### config.mk
export PLATFORM = sky130hd
export DESIGN_NAME = multi_edge_detector
export DESIGN_NICKNAME = d
export VERILOG_FILES = /design/src/rtl/multi_edge_detector.sv
export SDC_FILE = /design/constraint.sdc
export NUM_CORES = 1
export LEC_CHECK = 0
export BUFFER_PORTS_ARGS = -buffer_cell sky130_fd_sc_hd__buf_4
export CORE_UTILIZATION = 45
export CTS_CLUSTER_SIZE = 16
export DETAILED_ROUTE_END_ITERATION = 8
export PLACE_DENSITY_LB_ADDON = 0.05
export SETUP_SLACK_MARGIN = 0.05
export SLEW_MARGIN = 40
export SYNTH_ARGS = -nofsm -noshare
export SYNTH_HDL_FRONTEND = slang
export SYNTH_SLANG_ARGS = --single-unit
### constraint.sdc
create_clock -name clk -period 3.8 [get_ports clk]
set_clock_uncertainty 0.2 [all_clocks]
set_input_delay 0.57 -clock clk [delete_from_list [all_inputs] [get_ports clk]]
set_output_delay 0.57 -clock clk [all_outputs]
set_load 0.01 [all_outputs]
### src/rtl/multi_edge_detector.sv
// Multi-channel edge detector for asynchronous inputs: synchroniser, debounce
// filter, mode-masked event pulses, sticky flags and saturating event counters.
module multi_edge_detector #(
  parameter int WIDTH       = 8,
  parameter int SYNC_STAGES = 2,
  parameter int DEB_CYCLES  = 4,
  parameter int CNT_W       = 8,
  localparam int SEL_W      = (WIDTH > 1) ? $clog2(WIDTH) : 1
) (
  input  logic               clk,
  input  logic               rst_n,
  input  logic [WIDTH-1:0]   d,
  input  logic [2*WIDTH-1:0] mode,
  output logic [WIDTH-1:0]   det,
  output logic [WIDTH-1:0]   rise,
  output logic [WIDTH-1:0]   fall,
  output logic [WIDTH-1:0]   sticky,
  input  logic [WIDTH-1:0]   clr,
  input  logic               cnt_clr,
  input  logic [SEL_W-1:0]   cnt_sel,
  output logic [CNT_W-1:0]   cnt_out
);

  localparam int DC_W = $clog2(DEB_CYCLES) + 1;
  localparam logic [DC_W-1:0]  DC_LAST = DC_W'(DEB_CYCLES - 1);
  localparam logic [CNT_W-1:0] CNT_MAX = '1;

  logic [WIDTH-1:0] sync_p0 [SYNC_STAGES];
  logic [WIDTH-1:0] s_p0;
  logic [WIDTH-1:0] f_p1, f_next;
  logic [DC_W-1:0]  dc_p1 [WIDTH];
  logic [DC_W-1:0]  dc_next [WIDTH];
  logic [WIDTH-1:0] rise_next, fall_next, det_next, sticky_next;
  logic [CNT_W-1:0] cnt_p2 [WIDTH];
  logic [CNT_W-1:0] cnt_next [WIDTH];

  function automatic logic [CNT_W-1:0] sat_inc(input logic [CNT_W-1:0] v);
    return (v == CNT_MAX) ? v : v + 1'b1;
  endfunction

  assign s_p0 = sync_p0[SYNC_STAGES-1];

  always_comb begin
    for (int i = 0; i < WIDTH; i++) begin
      f_next[i]  = f_p1[i];
      dc_next[i] = '0;
      if (s_p0[i] != f_p1[i]) begin
        if (dc_p1[i] == DC_LAST) f_next[i] = s_p0[i];
        else                     dc_next[i] = dc_p1[i] + 1'b1;
      end
    end
    rise_next   = f_next & ~f_p1;
    fall_next   = ~f_next & f_p1;
    for (int i = 0; i < WIDTH; i++) begin
      det_next[i] = (rise_next[i] & mode[2*i]) | (fall_next[i] & mode[2*i+1]);
    end
    // A new event takes priority over a clear arriving on the same edge.
    sticky_next = det_next | (sticky & ~clr);
    for (int i = 0; i < WIDTH; i++) begin
      if (cnt_clr)          cnt_next[i] = CNT_W'(det_next[i]);
      else if (det_next[i]) cnt_next[i] = sat_inc(cnt_p2[i]);
      else                  cnt_next[i] = cnt_p2[i];
    end
  end

  // stage p0: synchroniser chain
  always_ff @(posedge clk or negedge rst_n) begin
    if (!rst_n) begin
      for (int k = 0; k < SYNC_STAGES; k++) sync_p0[k] <= '0;
    end else begin
      sync_p0[0] <= d;
      for (int k = 1; k < SYNC_STAGES; k++) sync_p0[k] <= sync_p0[k-1];
    end
  end

  // stage p1: debounce filter and registered event pulses
  always_ff @(posedge clk or negedge rst_n) begin
    if (!rst_n) begin
      f_p1   <= '0;
      rise   <= '0;
      fall   <= '0;
      det    <= '0;
      sticky <= '0;
      for (int i = 0; i < WIDTH; i++) dc_p1[i] <= '0;
    end else begin
      f_p1   <= f_next;
      rise   <= rise_next;
      fall   <= fall_next;
      det    <= det_next;
      sticky <= sticky_next;
      for (int i = 0; i < WIDTH; i++) dc_p1[i] <= dc_next[i];
    end
  end

  // stage p2: event counters
  always_ff @(posedge clk or negedge rst_n) begin
    if (!rst_n) begin
      for (int i = 0; i < WIDTH; i++) cnt_p2[i] <= '0;
    end else begin
      for (int i = 0; i < WIDTH; i++) cnt_p2[i] <= cnt_next[i];
    end
  end

  always_comb begin
    cnt_out = '0;
    for (int i = 0; i < WIDTH; i++) begin
      if (cnt_sel == SEL_W'(i)) cnt_out = cnt_p2[i];
    end
  end

endmodule

==> impl_metrics.py, run 1 <==
metrics = {
    "synth": {
        "yosys.cell_types.count": 59,
        "avgSynthCellArea_sq_um": 10.6,
        "synth-edff-count": 0,
        "async_reset_ff_share_pct": 100,
        "syn_area_sq_um": 7030,
        "synth_seq_cells": 144,
        "synth_nets": 718,
        "yosysWarningCount": 0,
        "synth_top_cell_by_area": "dfrtp_1",
        "synth_ff_type": "dfrtp_1",
        "yosysSeqAreaShare_pct": 51.3,
        "ys_top_cells_by_area": "dfrtp_1, nor3b_1, a21oi_1",
        "syn_inst": 664,
        "synthDominantCellAreaShare_pct": 51.3,
    },
    "sta": {
        "tightest_slew_ps": 727,
        "setup_viol": 0,
        "maxSlewViolCount": 0,
        "fin_crit_sh_pct": 69.1,
        "fmax_mhz": 381,
        "slew_headroom_pct": 51.3,
        "final-hold-violation-count": 10,
        "rsz0062_at_grt": "false",
        "fin_tns_setup_ps": 0,
        "worst_hold_slack_ps": -5.26,
        "min_period_ps": 2630,
    },
    "global_routing": {
        "grt_pass1_wl_um": 26600,
        "antenna_found_initial": 1,
        "grt_overflow": 0,
        "grt_usage_pct": 21.1,
        "grt_max_degree": 77,
        "grt_pass1_vias": 5290,
    },
    "placement": {
        "portBuffers": 77,
        "place.gp.congestion": 0.833,
        "dp_hpwl_um": 11000,
    },
    "cells_and_area": {
        "layout.nets": 797,
        "fin_util_pct": 55.0,
        "top_register": "cnt_p2",
        "area.growth.synth_to_final_pct": 18.9,
        "layout_common_cells": "dfrtp_1, buf_4, a21oi_1",
        "largestRegisters": "cnt_p2 x64, dc_p1 x24",
        "largest_reg_flops": 64,
        "final_common_cell": "dfrtp_1",
        "drive_gt1_share_pct": 18.6,
        "fillers": 1350,
    },
    "drt": {
        "drc": 0,
        "top_layer": "met4",
        "met1Wirelength_um": 7400,
        "vias": 5550,
        "first_iter_violations": 395,
        "viasPerCell": 5.89,
        "drt_wl_total_um": 16000,
        "first_pass_iters": 5,
        "ant_nets": 0,
        "met3_length_um": 656,
        "wl_per_cell_um": 17.0,
        "met2WireLength_um": 7470,
    },
    "cts": {
        "clockBufferDepth": 2,
        "path_clk_slew_ps": 60,
        "numCtsBuffers": 17,
        "root_buffer": "clkbuf_16",
        "htreeDepth": 4,
        "clock_sink_count": 144,
        "postCtsHoldBufs": 0,
        "cts_tree": "done",
        "post_cts_buffers": 0,
        "clk_latency_ps": 410,
        "post_cts_resized": 0,
    },
    "die": {
        "dieArea_sq_um": 16100,
        "start_util_pct": 46.2,
        "chipWidth_um": 127,
        "core_area_sq_um": 15200,
        "io_pins": 78,
        "die_y_um": 127,
        "rows": 45,
    },
    "outcome": {
        "run_status": "finished, violations left",
        "violations": "hold timing",
    },
    "power_and_ir_drop": {
        "power_switching_mw": 1.02,
        "seqPwrFrac_pct": 45.9,
        "clkPwrFrac_pct": 40.6,
        "cellLeakagePower_nw": 3.68,
        "peakVddDrop_v": 0.000324,
        "cellPowerDensity_nw_per_um2": 475,
        "swShare_pct": 25.7,
        "power.internal_mw": 2.95,
        "p_comb_share_pct": 13.5,
    },
    "worst_setup_path": {
        "setup.worst_path.start_class": "register",
        "r2r_cells": 5,
        "worstPathRequired_ps": 3030,
        "crit_slowest_cell": "dfrtp_1",
        "startpoint": "cnt_p2[42]",
        "slowest_delay_ps": 540,
        "crit_type": "register to output port",
        "worst-path-max-fanout": 7,
        "cp_cell_sequence": "mux2i_1 > a2bb2oi_1 > o221a_2 > a21oi_1 > buf_4",
        "critPathCaptureType": "output port",
        "timing.reg2reg.setup_slack_ps": 1690,
        "endpoint": "cnt_out[2]",
        "worstPathArrival_ps": 1860,
        "r2r_start": "cnt_p2[48]",
        "crit-reg2reg-capture": "cnt_p2[50]",
    },
    "flow_run": {
        "maxCapViolCount": 0,
    },
    "hold_path": {
        "hold_class": "input pin to async pin",
    },
}
worst min path at each step:
stage / start / endpoint / cells past startpoint
finish: rst_n / sticky[1] / 1
global route: d[4] / sync_p0[12] / 1
CTS: rst_n / rise[1] / 1
detailed placement: sync_p0[13] / s_p0[5] / 0
global placement: sync_p0[13] / s_p0[5] / 0
floorplan: rst_n / cnt_p2[0] / 0
cell usage after synthesis, types with 3 or more instances:
library cell	n
nor3_1	31
mux2i_1	9
a22o_1	4
o31ai_1	9
nor3b_1	39
mux2_2	17
and4_1	6
o221ai_1	3
nand3b_1	16
and3_1	4
o41ai_1	7
xnor2_1	8
nor2b_1	16
o221a_2	3
a211oi_1	16
nand2b_1	10
and4b_1	5
or4_1	14
a21oi_1	47
nand3_1	33
buf_1	4
buf_2	5
ha_1	16
nand4_1	9
inv_1	29
clkbuf_1	11
nand2_1	39
and2_1	9
a21o_1	9
o21ai_0	19
dfrtp_1	144
a31oi_1	4
nor2_1	18
o211ai_1	3
nor4_1	3
a22oi_1	6
o311ai_0	3
a31o_2	3
a41oi_1	4
a2bb2oi_1	4
kinds of logic after synthesis:
kind of cell,count (synthesis),synth area share [%]
AOI/OAI and AO/OA,160,15.8
xor gates and xnor gates,8,0.997
adders and majority gates,16,2.85
buffers and inverters,51,2.92
DFF,144,51.3
muxes,28,4.65
and+or+nand+nor,257,21.5
layer usage:
metal	vias up	global-route usage (%)
li1	2668	-
met1	2734	27.7
met2	122	33.1
met3	26	5.23
met4	0	9.59
met5	-	0
area by class of cell:
type / count / area (sq um) / share of cell area [%]
clock inverter: 11 / 116 / 1.39
sequential: 144 / 3600 / 43.1
multi-input combinational: 469 / 3220 / 38.5
tap: 188 / 235 / 2.82
timing repair buffer: 81 / 612 / 7.32
antenna: 1 / 2.50 / 0.0300
inverter: 30 / 113 / 1.35
clock buffer: 19 / 453 / 5.42
power by group through the flow:
stage | clock network (mW) | logic [mW] | registers (mW)
6_report | 1.61 | 0.535 | 1.82
5_1_grt | 1.70 | 0.611 | 1.85
4_1_cts | 1.65 | 0.545 | 1.82
3_5_place_dp | 0 | 0.543 | 1.85
3_3_place_gp | 0 | 0.520 | 1.84
2_1_floorplan | 0 | 0.355 | 1.83
critical path, delay by kind of cell (launching register included):
kind,cells,cell delay (ps)
mux,1,140
flops,1,540
buf+inv,1,150
compound gates,3,620
through the flow:
stage / instances / cell area, sq um / hold WS [ps] / total power [mW] / setup slack, ps
2_1_floorplan: 664 / 7030 / 74.4 / 2.18 / 1430
3_5_place_dp: 912 / 7780 / 135 / 2.39 / 1190
5_1_grt: 943 / 8350 / 37.2 / 4.16 / 1020
4_1_cts: 942 / 8350 / 13.7 / 4.01 / 1160
6_report: 943 / 8350 / -5.26 / 3.97 / 1170
3_3_place_gp: 912 / 7780 / 133 / 2.36 / 1260
Note: power is estimated with default switching activity, not from simulation.
==> run 2: changes to the inputs <==
--- a/config.mk
+++ b/config.mk
@@ -5,6 +5,7 @@
 export SDC_FILE = /design/constraint.sdc
 export NUM_CORES = 1
 export LEC_CHECK = 0
+export ABC_AREA = 1
 export BUFFER_PORTS_ARGS = -buffer_cell sky130_fd_sc_hd__buf_4
 export CORE_UTILIZATION = 45
 export CTS_CLUSTER_SIZE = 16
==> constraint.sdc (replaced) <==
create_clock -name clk -period 2.4 [get_ports clk]
set_clock_uncertainty 0.2 [all_clocks]
set_input_delay 0.36 -clock clk [delete_from_list [all_inputs] [get_ports clk]]
set_output_delay 0.36 -clock clk [all_outputs]
set_load 0.01 [all_outputs]
==> impl_metrics.py, run 2 <==
metrics = {
    "sta": {
        "setup_viol": 0,
        "final-hold-violation-count": 0,
        "maxSlewViolCount": 0,
        "fmax_mhz": 465,
        "fin_ws_ps": 251,
        "fin_tns_setup_ps": 0,
        "min_period_ps": 2150,
        "tightest_slew_ps": 478,
        "slew_headroom_pct": 68.0,
        "rsz0062_at_grt": "false",
        "fin_crit_sh_pct": 89.5,
    },
    "power_and_ir_drop": {
        "clkPwrFrac_pct": 40.5,
        "power.internal_mw": 4.86,
        "power.total_mw": 6.70,
        "peakVddDrop_v": 0.000489,
        "p_comb_share_pct": 15.8,
        "seqPwrFrac_pct": 43.6,
        "power_switching_mw": 1.84,
        "cellLeakagePower_nw": 4.40,
        "cellPowerDensity_nw_per_um2": 746,
        "swShare_pct": 27.4,
    },
    "placement": {
        "dp_hpwl_um": 11400,
        "place.gp.congestion": 0.840,
        "pre_cts_slack_ps": 349,
        "dpl.cell_count": 1186,
        "portBuffers": 77,
    },
    "global_routing": {
        "globalRoute.busiestLayer": "met2",
        "grt_usage_pct": 21.0,
        "gr-usage-met2_pct": 33.3,
        "met1_usage_pct": 27.9,
        "use_met3_pct": 5.45,
        "grt_pass1_wl_um": 27700,
        "antenna_found_initial": 0,
        "grt_overflow": 0,
        "grt_pass1_vias": 5770,
        "grt_max_degree": 44,
    },
    "synth": {
        "yosys.cell_types.count": 34,
        "yosysWarningCount": 0,
        "synth_seq_cells": 144,
        "yosysSeqAreaShare_pct": 49.0,
        "synth_ff_type": "dfrtp_1",
        "async_reset_ff_share_pct": 100,
        "avgSynthCellArea_sq_um": 8.14,
        "synth.most_common_cell": "nand2_1",
        "syn_inst": 904,
        "synth_top_cell_by_area": "dfrtp_1",
        "ys_top_cells_by_area": "dfrtp_1, nand2_1, nand3_1",
        "synth-edff-count": 0,
        "synth_nets": 958,
        "yosys-top-cells-count": "nand2_1, dfrtp_1, inv_1, nor2_1, nand3_1",
        "synthDominantCellAreaShare_pct": 49.0,
        "syn_area_sq_um": 7360,
    },
    "drt": {
        "drt_wl_total_um": 15900,
        "ant_nets": 0,
        "drc": 0,
        "wl_per_cell_um": 12.9,
        "viasPerCell": 4.98,
        "vias": 6146,
        "first_pass_iters": 4,
        "first_iter_violations": 332,
    },
    "cts": {
        "htreeDepth": 4,
        "path_clk_slew_ps": 60,
        "clk_latency_ps": 420,
        "cts_tree": "done",
        "numCtsBuffers": 17,
        "post_cts_buffers": 0,
        "clockBufferDepth": 2,
        "clock_sink_count": 144,
        "root_buffer": "clkbuf_16",
    },
    "cells_and_area": {
        "largest_reg_flops": 64,
        "final_common_cell": "nand2_1",
        "layout.nets": 1060,
        "drive_gt1_share_pct": 15.9,
        "area.growth.synth_to_final_pct": 22.1,
        "layout.cells.non_filler": 1235,
        "fillers": 1512,
        "layout_common_cells": "nand2_1, dfrtp_1, nor2_1",
        "top_register": "cnt_p2",
        "antenna_cells": 0,
        "largestRegisters": "cnt_p2 x64, dc_p1 x24",
    },
    "die": {
        "rows": 46,
        "dieArea_sq_um": 16900,
        "core_area_sq_um": 15900,
        "io_pins": 78,
        "start_util_pct": 46.2,
        "die_y_um": 130,
        "chipWidth_um": 130,
    },
    "worst_setup_path": {
        "slowest_delay_ps": 390,
        "crit-reg2reg-capture": "cnt_p2[4]",
        "endpoint": "cnt_out[6]",
        "worstPathRequired_ps": 1840,
        "setup.worst_path.start_class": "register",
        "r2r_start": "dc_p1[0]",
        "startpoint": "cnt_p2[46]",
        "timing.reg2reg.setup_slack_ps": 510,
        "crit_slowest_cell": "dfrtp_1",
        "worstPathArrival_ps": 1590,
        "r2r_cells": 9,
        "cp_cell_sequence": "inv_1 > nor2_1 > nor2_1 > nand3_1 > nand2_1 > nand3_1 > buf_4",
        "crit_type": "register to output port",
        "worst-path-max-fanout": 3,
        "critPathCaptureType": "output port",
    },
    "flow_run": {
        "maxCapViolCount": 0,
    },
    "outcome": {
        "run_status": "finished, final reports clean",
    },
    "hold_path": {
        "hold_class": "input pin to register",
    },
}
[run 2: worst min-delay path by stage]
| stage | cells after the start | slack [ps] | start | endpoint |
|---|---|---|---|---|
| after floorplan | 0 | -140 | rst_n | cnt_p2[0] |
| after global placement | 1 | 90 | rst_n | dc_p1[12] |
| after detailed placement | 1 | 80 | rst_n | rise[3] |
| after CTS | 3 | 40 | mode[1] | det[0] |
| after global routing | 3 | 70 | mode[8] | sticky[4] |
| final | 3 | 60 | mode[1] | det[0] |
[run 2: per-layer routing]
layer  part of all wire (%)  up-vias
li1                       -     3169
met1                     48     2852
met2                     46      100
met3                    4.1       25
met4                    2.1        0
met5                      0        -
[run 2: cells by family (layout without fill, tap and decap cells)]
| group | count (synthesis) | count (layout) | synth area share (%) |
|---|---|---|---|
| AO/OA/AOI/OAI | 60 | 60 | 4.71 |
| buffers and inverters | 127 | 242 | 7.04 |
| AND/OR/NAND/NOR | 531 | 531 | 33.5 |
| XOR/XNOR | 26 | 26 | 3.09 |
| adder cells (fa/ha/maj) | 16 | 16 | 2.72 |
| flip-flops | 144 | 144 | 49.0 |
[run 2: area by class of cell]
class | count | area (sq um) | area share [%]
Clock buffer | 19 | 453 | 5.04
Clock inverter | 13 | 159 | 1.77
Inverter | 106 | 398 | 4.43
Multi-Input combinational cell | 633 | 3240 | 36.0
Sequential cell | 144 | 3600 | 40.1
Tap cell | 216 | 270 | 3.01
Timing Repair Buffer | 104 | 865 | 9.62
[run 2: per-stage QoR]
step / area, sq um / utilization (%) / hold WS [ps]
finish: 8990 / 56.4 / 57.0
detailed placement: 8200 / 51.5 / 79.3
global placement: 8200 / 51.5 / 85.3
global route: 8990 / 56.4 / 67.7
floorplan: 7360 / - / -136
CTS: 8990 / 56.4 / 41.6
[run 2: timing repair]
action | CTS | global route
gates resized for setup | 0 | 0
hold buffers | 17 | 0
endpoints found under the hold margin | 125 | 0
[run 2: critical path: cells and delay by family (launching register included)]
kind / cells / cell delay (ps)
AND/OR/NAND/NOR: 5 / 450
flip-flops: 1 / 390
buffers and inverters: 2 / 340
[run 2: power groups by stage]
stage / clock network, mW / logic, mW / registers [mW]
finish: 2.72 / 1.06 / 2.92
global route: 2.88 / 1.24 / 2.97
CTS: 2.78 / 1.08 / 2.93
detailed placement: 0 / 1.06 / 2.97
global placement: 0 / 1.04 / 2.97
floorplan: 0 / 0.606 / 2.98
